`src/rtl/saes_pkg.sv`:
```
// saes_pkg: shared S-AES FSM states, S-box, round constants and nibble helpers used by the encrypt and inverse paths
package saes_pkg;
  typedef enum logic [1:0] {IDLE, KEY, R1, R2} state_t;
  localparam logic [3:0] SBOX [16] = '{4'h9, 4'h4, 4'hA, 4'hB, 4'hD, 4'h1, 4'h8, 4'h5,
                                       4'h6, 4'h2, 4'h0, 4'h3, 4'hC, 4'hE, 4'hF, 4'h7};
  localparam logic [7:0] RCON1 = 8'h80;
  localparam logic [7:0] RCON2 = 8'h30;
  function automatic logic [7:0] sub_byte(input logic [7:0] b);
    return {SBOX[b[7:4]], SBOX[b[3:0]]};
  endfunction
  function automatic logic [15:0] sub_nib(input logic [15:0] s);
    return {sub_byte(s[15:8]), sub_byte(s[7:0])};
  endfunction
  function automatic logic [7:0] rot_nib(input logic [7:0] b);
    return {b[3:0], b[7:4]};
  endfunction
  function automatic logic [15:0] shift_rows(input logic [15:0] s);
    return {s[15:12], s[3:0], s[7:4], s[11:8]};
  endfunction
endpackage

```
`src/rtl/saes_mixcol_fwd.sv`:
```
// saes_mixcol_fwd: combinational S-AES MixColumns [1 4; 4 1] over GF(2^4); i_d state in, o_d mixed state out
module saes_mixcol_fwd (
  input  logic [15:0] i_d,
  output logic [15:0] o_d
);
  function automatic logic [3:0] mul2(input logic [3:0] a);
    return {a[2:0], 1'b0} ^ (a[3] ? 4'h3 : 4'h0);
  endfunction
  function automatic logic [3:0] mul4(input logic [3:0] a);
    return mul2(mul2(a));
  endfunction
  assign o_d = {i_d[15:12] ^ mul4(i_d[11:8]), mul4(i_d[15:12]) ^ i_d[11:8],
                i_d[7:4] ^ mul4(i_d[3:0]), mul4(i_d[7:4]) ^ i_d[3:0]};
endmodule

```
`src/rtl/saes_encrypt_iter.sv`:
```
// saes_encrypt_iter: iterative S-AES encryptor; clk/rst, start+pt+key in, busy, one-cycle done and held ct out
module saes_encrypt_iter (
  input  logic        clk,
  input  logic        rst,
  input  logic        start,
  input  logic [15:0] pt,
  input  logic [15:0] key,
  output logic        busy,
  output logic        done,
  output logic [15:0] ct
);
  import saes_pkg::*;
  state_t r_state, w_next;
  logic [15:0] r_pt, r_key, r_k1, r_k2, r_st, r_ct;
  logic r_done;
  logic [7:0] w_w2, w_w3, w_w4, w_w5;
  logic [15:0] w_sr, w_mix;
  assign w_w2 = r_key[15:8] ^ RCON1 ^ sub_byte(rot_nib(r_key[7:0]));
  assign w_w3 = w_w2 ^ r_key[7:0];
  assign w_w4 = w_w2 ^ RCON2 ^ sub_byte(rot_nib(w_w3));
  assign w_w5 = w_w4 ^ w_w3;
  assign w_sr = shift_rows(sub_nib(r_st));
  saes_mixcol_fwd u_mix (.i_d(w_sr), .o_d(w_mix));
  always_ff @(posedge clk or posedge rst)
    if (rst) r_state <= IDLE;
    else r_state <= w_next;
  always_comb begin
    w_next = r_state;
    busy = r_state != IDLE;
    case (r_state)
      IDLE:    w_next = start ? KEY : IDLE;
      KEY:     w_next = R1;
      R1:      w_next = R2;
      default: w_next = IDLE;
    endcase
  end
  always_ff @(posedge clk or posedge rst)
    if (rst) begin
      r_pt <= '0;
      r_key <= '0;
      r_k1 <= '0;
      r_k2 <= '0;
      r_st <= '0;
      r_ct <= '0;
      r_done <= 1'b0;
    end else begin
      r_done <= r_state == R2;
      if (r_state == IDLE && start) begin
        r_pt <= pt;
        r_key <= key;
      end
      if (r_state == KEY) begin
        r_k1 <= {w_w2, w_w3};
        r_k2 <= {w_w4, w_w5};
        r_st <= r_pt ^ r_key;
      end
      if (r_state == R1) r_st <= w_mix ^ r_k1;
      if (r_state == R2) r_ct <= w_sr ^ r_k2;
    end
  assign done = r_done;
  assign ct = r_ct;
endmodule

```
`config.mk`:
```
export PLATFORM = sky130hd
export DESIGN_NAME = saes_encrypt_iter
export DESIGN_NICKNAME = d
export VERILOG_FILES = /design/src/rtl/saes_pkg.sv /design/src/rtl/saes_mixcol_fwd.sv /design/src/rtl/saes_encrypt_iter.sv
export SDC_FILE = /design/constraint.sdc
export NUM_CORES = 1
export LEC_CHECK = 0
export CAP_MARGIN = 5
export CORE_UTILIZATION = 60
export CTS_CLUSTER_SIZE = 16
export DETAILED_ROUTE_END_ITERATION = 6
export PLACE_DENSITY = 0.82
export SLEW_MARGIN = 20
export SYNTH_ARGS = -nofsm -noshare
export SYNTH_HDL_FRONTEND = slang
export SYNTH_SLANG_ARGS = --single-unit
```
`constraint.sdc`:
```
create_clock -name clk -period 8.8 [get_ports clk]
set_input_delay 2.2 -clock clk [delete_from_list [all_inputs] [get_ports clk]]
set_output_delay 2.2 -clock clk [all_outputs]
set_load 0.1 [all_outputs]
```
==> results of run 1 <==
==> synth_stat cells (all sizes together) (3+ instances only) <==
cell type / count / share of area [%]
o21ai: 23 / 1.9
clkbuf: 16 / 0.94
a31oi: 7 / 0.92
nand4: 3 / 0.30
a21o: 3 / 0.35
o31ai: 3 / 0.43
mux2i: 14 / 2.5
nand2: 23 / 1.4
nor3: 10 / 0.79
buf: 15 / 1.4
and3b: 3 / 0.41
and2: 5 / 0.49
nor2: 44 / 2.6
nor2b: 6 / 0.59
inv: 37 / 2.2
mux4: 6 / 2.1
xnor2: 64 / 9.0
mux2: 55 / 9.8
nand3: 3 / 0.24
and3: 3 / 0.30
or3: 9 / 0.96
dfrtp: 99 / 39
xor2: 30 / 4.4
nand3b: 6 / 0.71
a21oi: 44 / 3.5
ha: 40 / 7.9
o211ai: 7 / 0.83
a31o: 3 / 0.41
==> cells in the final DEF, fill, tap and decap left out, drive strengths merged, types with 5 or more instances in the layout <==
master,count
a21oi,44
a31oi,7
and2,5
clkbuf,10
clkdlybuf4s50,52
dfrtp,99
ha,40
inv,37
mux2,55
mux2i,14
mux4,6
nand2,23
nand3b,6
nor2,44
nor2b,6
nor3,10
o211ai,7
o21ai,23
or3,9
xnor2,64
xor2,30
==> cell families after synthesis <==
group | Yosys count | share of synthesized area (%)
AOI/OAI and AO/OA | 104 | 10.2
xor gates and xnor gates | 96 | 14.1
adders and majority gates | 40 | 7.87
buffers and inverters | 68 | 4.50
DFF | 99 | 38.9
muxes | 75 | 14.4
and+or+nand+nor | 125 | 9.97
==> layer usage <==
layer / share of wire [%] / vias up
met4: 1.6 / 0
met3: 4.5 / 15
li1: - / 2132
met5: 0 / -
met1: 44 / 2198
met2: 50 / 124
==> metrics by stage <==
| step | setup slack (ns) | instance area, um^2 | util, % | cells | hold WS, ns |
|---|---|---|---|---|---|
| after global placement | 4.79 | 6930 | 67.1 | 767 | 0.488 |
| after global routing | 4.29 | 7170 | 69.5 | 782 | 0.532 |
| after CTS | 4.34 | 7160 | 69.4 | 782 | 0.516 |
| after detailed placement | 4.75 | 6930 | 67.1 | 767 | 0.495 |
| after floorplan | 4.01 | 6360 | - | 607 | 0.470 |
| final | 4.35 | 7170 | 69.5 | 782 | 0.514 |
==> registers in the layout, summed over array words and instances, names as in the netlist <==
name     cells
r_state      2
done         1
r_k2        16
r_key       16
ct          16
r_st        16
r_pt        16
r_k1        16
==> final timing paths <==
kind,start,to,slack (ns)
max,r_state[0]$_DFF_PP0_,busy,4.35
min,ct[11]$_DFFE_PP0P_,ct[11]$_DFFE_PP0P_,0.51
max reg2reg,r_key[5]$_DFFE_PP0P_,r_k2[14]$_DFFE_PP0N_,5.52
min reg2reg,ct[11]$_DFFE_PP0P_,ct[11]$_DFFE_PP0P_,0.51
max in group asynchronous,rst,r_k2[4]$_DFFE_PP0N_,5.47
min in group asynchronous,rst,ct[9]$_DFFE_PP0P_,2.23
==> layout make-up <==
type / count / area, um^2 / share of cell area (%)
clock buffer: 10 / 128 / 1.78
clock inverter: 5 / 103 / 1.43
inverter: 37 / 141 / 1.97
multi-input combinational: 440 / 3610 / 50.3
sequential: 99 / 2480 / 34.5
tap: 136 / 170 / 2.37
timing repair buffer: 55 / 543 / 7.57
==> impl_metrics.json, run 1 <==
{
  "worst_pin_slew_ns": 1.00,
  "async_flop_share_pct": 100,
  "synth_top_flop_cell": "dfrtp_1",
  "start_util_pct": 61.6,
  "arrival_ns": 2.25,
  "drtIter0Drc": 260,
  "ios": 53,
  "gp_congestion": 0.841,
  "grt_pass1_wl_um": 22700,
  "syn_nets": 682,
  "grt_max_degree": 56,
  "syn_avg_cell_area_um2": 10.5,
  "crit_path_start_kind": "flop",
  "core_mm2": 0.0103,
  "num-fill-cells": 796,
  "maxCapViolCount": 0,
  "grtUsageMet3_pct": 3.18,
  "overflow": 0,
  "synth_cell_types": 63,
  "ys_seq_area_share_pct": 38.9,
  "nets": 717,
  "antenna_found_initial": 0,
  "finalHoldViolCount": 0,
  "fin_crit_sh_pct": 50.5,
  "critPathTopFamily": "buffers and inverters",
  "cts_resized": 0,
  "postCtsSetupBuffers": 0,
  "cts_buffers": 9,
  "drcViolationCount": 0,
  "path_class": "reg2out",
  "worstPathCellList": "inv_1, ha_1, inv_1, clkdlybuf4s50_1",
  "syn2layout_area_growth_pct": 12.7,
  "rsz0062_at_grt": "no",
  "cts_tree": "yes",
  "status": "finished clean",
  "synth_warnings": 0,
  "clock-sinks": 99,
  "grt_usage_pct": 26.7,
  "portBuffers": 52,
  "post-route-min-period_ns": 4.45,
  "die-height_um": 105,
  "use_met2_pct": 46.0,
  "viasPerCell": 5.71,
  "setup_viol": 0,
  "dp_hpwl_um": 10400,
  "die_x_um": 105,
  "worstSkewPairLatency_ns": 0.37,
  "tns_ns": 0,
  "syn_area_mm2": 0.00636,
  "grt_use_met1_pct": 34.9,
  "min_path_cells": 1,
  "clockBufferDepth": 2,
  "grt_pass1_vias": 4524,
  "drive_gt1_share_pct": 14.9,
  "path_buf_inv": 3,
  "fin_skew_ns": 0.0122,
  "crit_cells": 4,
  "antenna_left": 0,
  "min_path_type": "reg2reg",
  "critPathMaxStageDelay_ns": 1.12,
  "synth_seq_cells": 99,
  "cp_max_fo": 4,
  "grt_busiest_layer": "met2",
  "avgRoutedWirePerCell_um": 17.5,
  "drtPass1Iterations": 5,
  "rows": 37,
  "synth-edff-count": 0,
  "crit_top_cell": "inv_1",
  "synth_cells": 607,
  "cts-htree-levels": 3,
  "r2r_cells": 11,
  "fmax_mhz": 225,
  "wl_um": 13700,
  "maxSlewHeadroom_pct": 33.3,
  "die_area_mm2": 0.0110,
  "required_ns": 6.60,
  "cts_hold_buf": 0,
  "slew_violations": 0,
  "crit_slowest_cell": "clkdlybuf4s50_1",
  "clockRootBuffer": "clkbuf_8",
  "vias": 4469,
  "antenna-diode-count": 0,
  "endpoint_kind": "primary output",
  "cts.clk_slew.worst_paths_ns": 0.09
}
Power of run 1 is not shown: default switching activity piles up to over one toggle a cycle in this logic, so the estimate is an artifact.
==> inputs of run 2 (changes only) <==
--- a/config.mk
+++ b/config.mk
@@ -6,10 +6,10 @@
 export NUM_CORES = 1
 export LEC_CHECK = 0
 export CAP_MARGIN = 5
-export CORE_UTILIZATION = 60
+export CORE_UTILIZATION = 53
 export CTS_CLUSTER_SIZE = 16
 export DETAILED_ROUTE_END_ITERATION = 6
-export PLACE_DENSITY = 0.82
+export PLACE_DENSITY = 0.77
 export SLEW_MARGIN = 20
 export SYNTH_ARGS = -nofsm -noshare
 export SYNTH_HDL_FRONTEND = slang
==> constraint.sdc (replaced) <==
create_clock -name clk -period 4.03 [get_ports clk]
set_input_delay 1.0075 -clock clk [delete_from_list [all_inputs] [get_ports clk]]
set_output_delay 1.0075 -clock clk [all_outputs]
set_load 0.1 [all_outputs]
==> run 2 against run 1 <==
Net effect: the flow now finishes with violations (design-rule violations); cell area up 1.7%; cell count up 1.0%; count of clock-buffer cells in the layout down 1; worst setup slack worse by 3.5 ns; sequential cell count unchanged; critical path type is now reg2reg; die area up 13%; wire length up 0.15%; worst hold slack worse by 0.0052 ns; non-clock buffer count unchanged; critical path depth up 7; global-route usage down 3.1 points; highest routed layer unchanged.
==> impl_metrics.json, run 2 (synthesized netlist as in run 1, its figures left out) <==
{
  "arrival_ns": 3.44,
  "dp_hpwl_um": 10500,
  "cts_tree": "yes",
  "rsz0062_at_grt": "no",
  "required_ns": 4.26,
  "grt_usage_pct": 23.6,
  "setup_viol": 0,
  "path_class": "reg2reg",
  "ios": 53,
  "final_cell_mix": "dfrtp_1, xnor2_1, mux2_2",
  "syn2layout_area_growth_pct": 14.6,
  "drcViolationCount": 4,
  "violations": "design-rule violations",
  "finalHoldViolCount": 0,
  "wl_um": 13700,
  "status": "finished, violations left",
  "endpoint_kind": "flop",
  "drtIter0Drc": 281,
  "fmax_mhz": 312,
  "postCtsSetupBuffers": 0,
  "start_util_pct": 55.0,
  "antenna_left": 0,
  "nets": 717,
  "clockBufferDepth": 2,
  "grt_pass1_vias": 4469,
  "clockRootBuffer": "clkbuf_16",
  "tns_ns": 0,
  "final_common_cell": "dfrtp_1",
  "critPathMaxStageDelay_ns": 0.53,
  "grt_pass1_wl_um": 22800,
  "viasPerCell": 5.69,
  "fin_crit_sh_pct": 79.6,
  "overflow": 0,
  "maxSlewHeadroom_pct": 30.7,
  "die_x_um": 112,
  "avgRoutedWirePerCell_um": 17.3,
  "min_path_type": "reg2reg",
  "cts_resized": 0,
  "cp_max_fo": 12,
  "die-height_um": 112,
  "drive_gt1_share_pct": 15.0,
  "cts_hold_buf": 0,
  "drtPass1Iterations": 7,
  "maxCapViolCount": 0,
  "crit_slowest_cell": "dfrtp_1",
  "clock-sinks": 99,
  "portBuffers": 52,
  "post-route-min-period_ns": 3.21,
  "worstSkewPairLatency_ns": 0.35,
  "crit_path_start_kind": "flop",
  "core_mm2": 0.0116,
  "rows": 39,
  "cts.clk_slew.worst_paths_ns": 0.07,
  "antenna_found_initial": 0,
  "worst_pin_slew_ns": 1.04,
  "cts-htree-levels": 3,
  "grt_max_degree": 54,
  "fin_skew_ns": 0.00435,
  "die_area_mm2": 0.0124,
  "slew_violations": 0,
  "antenna-diode-count": 0,
  "gp_congestion": 0.917,
  "vias": 4497,
  "worstPathCellList": "inv_1, ha_1, nor2b_1, or4b_1, nand4_1, or2_1, inv_1, ha_1, a21o_1, and4b_1, or3_1",
  "cts_buffers": 9
}
[run 2: path summary, 6_finish.rpt]
kind	start	to	slack [ns]	cells past startpoint
max	r_key[5]$_DFFE_PP0P_	r_k2[14]$_DFFE_PP0N_	0.82	11
min	ct[13]$_DFFE_PP0P_	ct[13]$_DFFE_PP0P_	0.51	1
min in group asynchronous	rst	ct[15]$_DFFE_PP0P_	1.12	2
max reg2reg	r_key[5]$_DFFE_PP0P_	r_k2[14]$_DFFE_PP0N_	0.82	11
max in group asynchronous	rst	r_k1[3]$_DFFE_PP0N_	2.24	3
min reg2reg	ct[13]$_DFFE_PP0P_	ct[13]$_DFFE_PP0P_	0.51	1
[run 2: final cells by class]
| class | instances | area, um^2 |
|---|---|---|
| Fill cell | 912 | 4270 |
| Multi-Input combinational cell | 440 | 3600 |
| Sequential cell | 99 | 2480 |
| Timing Repair Buffer | 55 | 553 |
| Clock buffer | 9 | 225 |
| Tap cell | 143 | 179 |
| Inverter | 37 | 141 |
| Clock inverter | 7 | 116 |
[run 2: worst max-delay path: cells and delay by family, from the launching register on]
family	cells	cell delay, ns
AO/OA/AOI/OAI	1	0.21
adder cells (fa/ha/maj)	2	0.55
buffers and inverters	2	0.29
flip-flops	1	0.53
AND/OR/NAND/NOR	6	1.50
[run 2: layer usage]
metal  share of wire, %  routed length, um  vias to the layer above  GRT usage [%]
li1                   -                  -                     2149              -
met2                 48               6610                      145           38.6
met4                2.7                375                        0           10.6
met5                  0                  0                        -              0
met1                 44               5990                     2179           31.6
met3                5.1                698                       24           3.10
[run 2: through the flow]
step	hold slack, ns	util (%)	area, um^2	cells	setup WS [ns]
2_1_floorplan	0.470	-	6360	607	0.432
4_1_cts	0.516	63.0	7290	790	0.843
3_5_place_dp	0.501	60.1	6950	774	0.914
6_report	0.509	63.0	7290	790	0.822
3_3_place_gp	0.485	60.1	6950	774	1.05
5_1_grt	0.537	63.0	7290	790	0.626
Power of run 2 is left out for the same reason.
==> inputs of run 3 (changes only) <==
==> constraint.sdc (replaced) <==
create_clock -name clk -period 2.8 [get_ports clk]
set_input_delay 0.7 -clock clk [delete_from_list [all_inputs] [get_ports clk]]
set_output_delay 0.7 -clock clk [all_outputs]
set_load 0.1 [all_outputs]
==> run 3 against run 2 <==
Net effect: the run still ends with design-rule violations left; die area unchanged; sequential cell count unchanged; non-clock buffer count increased by 29; largest cell class unchanged; worst setup slack lost 0.78 ns; utilization increased by 1.4 points; cell area up 2.2%; first-iteration DRC count is 18% lower; wire length rose by 5.7%; critical path depth is the same; cell count grew 3.3%.
==> impl_metrics.json, run 3 (synthesized netlist as in run 1, its figures left out) <==
{
  "die_x_um": 112,
  "avgRoutedWirePerCell_um": 17.7,
  "maxSlewHeadroom_pct": 45.7,
  "finalHoldViolCount": 0,
  "post-route-min-period_ns": 2.76,
  "final_common_cell": "dfrtp_1",
  "clockBufferDepth": 2,
  "fin_skew_ns": 0.00733,
  "worstSkewPairLatency_ns": 0.35,
  "hold_path_startpoint": "ct[9]$_DFFE_PP0P_",
  "drtIter0Drc": 231,
  "gp_congestion": 0.852,
  "start_util_pct": 55.0,
  "fin_crit_sh_pct": 98.5,
  "worst_pin_slew_ns": 0.814,
  "hold_slack_ns": 0.506,
  "path_class": "reg2reg",
  "setup_viol": 0,
  "violations": "design-rule violations",
  "min_path_type": "reg2reg",
  "cts_hold_buf": 0,
  "portBuffers": 52,
  "wl_um": 14400,
  "critPathTopFamily": "simple AND/OR/NAND/NOR gates",
  "viasPerCell": 5.61,
  "crit_path_start_kind": "flop",
  "grt_max_degree": 43,
  "syn2layout_area_growth_pct": 17.2,
  "core_mm2": 0.0116,
  "cts.clk_slew.worst_paths_ns": 0.07,
  "clock-sinks": 99,
  "critPathMaxStageDelay_ns": 0.48,
  "nets": 746,
  "antenna_found_initial": 0,
  "clockRootBuffer": "clkbuf_16",
  "r2r_start": "r_key[4]$_DFFE_PP0P_",
  "drcViolationCount": 4,
  "maxCapViolCount": 0,
  "endpoint_kind": "flop",
  "rows": 39,
  "crit_slowest_cell": "or4b_1",
  "cts_tree": "yes",
  "grt_usage_pct": 25.2,
  "cts_buffers": 9,
  "slew_violations": 0,
  "rsz0062_at_grt": "yes",
  "arrival_ns": 2.99,
  "ios": 53,
  "status": "finished, violations left",
  "startpoint": "r_key[4]$_DFFE_PP0P_",
  "ff2ff_setup_slack_ns": 0.04,
  "fmax_mhz": 363,
  "path_buf_inv": 2,
  "dp_hpwl_um": 11100,
  "overflow": 0,
  "required_ns": 3.03,
  "drtPass1Iterations": 6,
  "final_cell_mix": "dfrtp_1, xnor2_1, mux2_2",
  "vias": 4576,
  "dpl_cell_area_mm2": 0.00711,
  "grt_pass1_vias": 4739,
  "grt_pass1_wl_um": 24200,
  "drive_gt1_share_pct": 21.8,
  "die-height_um": 112,
  "antenna-diode-count": 0,
  "die_area_mm2": 0.0124,
  "cts-htree-levels": 3,
  "worstPathCellList": "inv_4, ha_4, nor2b_1, or4b_1, nand4_1, or2_1, inv_1, ha_1, a21o_1, and4b_1, or3_1",
  "design_area_mm2": 0.00745,
  "antenna_left": 0,
  "cp_max_fo": 5
}
-- run 3: changes by cell type in the layout (fill, tap and decap cells not counted), moves of 2 or more --
cell	change
buf_4	+44
clkdlybuf4s50_1	-17
bufinv_16	-3
buf_12	+2
inv_1	-2
-- run 3: path summary, 6_finish.rpt --
kind	endpoint	depth (start not counted)
max in group asynchronous	r_st[4]$_DFFE_PP0P_	3
setup / recovery	r_k2[14]$_DFFE_PP0N_	11
setup reg to reg	r_k2[14]$_DFFE_PP0N_	11
hold reg to reg	ct[9]$_DFFE_PP0P_	1
min in group asynchronous	ct[13]$_DFFE_PP0P_	2
hold / removal	ct[9]$_DFFE_PP0P_	1
-- run 3: routing by layer --
metal	share of wire (%)	track usage (%)
met5	0	0
met2	50	42.5
met4	2.7	11.4
met3	4.5	3.16
met1	43	32.8
-- run 3: area by class of cell --
type / count / area, um^2
Fill cell: 882 / 4110
Multi-Input combinational cell: 440 / 3650
Sequential cell: 99 / 2480
Timing Repair Buffer: 84 / 753
Clock buffer: 10 / 229
Tap cell: 143 / 179
Inverter: 37 / 145
Clock inverter: 3 / 18.8
-- run 3: per-stage QoR --
stage | cells | TNS [ns] | setup slack (ns) | utilization, %
2_1_floorplan | 607 | 0 | 0.0309 | -
3_3_place_gp | 796 | 0 | 0.0761 | 61.5
3_5_place_dp | 796 | 0 | 0.00342 | 61.5
4_1_cts | 810 | 0 | 0.00549 | 63.7
5_1_grt | 816 | -0.112 | -0.0841 | 64.5
6_report | 816 | 0 | 0.0420 | 64.5
-- run 3: repair_timing --
item                       4_1_cts  5_1_grt
setup endpoints to repair        1        8
pin swaps                        0        1
setup buffers                    1        6
resized for setup                0        8
Power of run 3 is left out for the same reason.
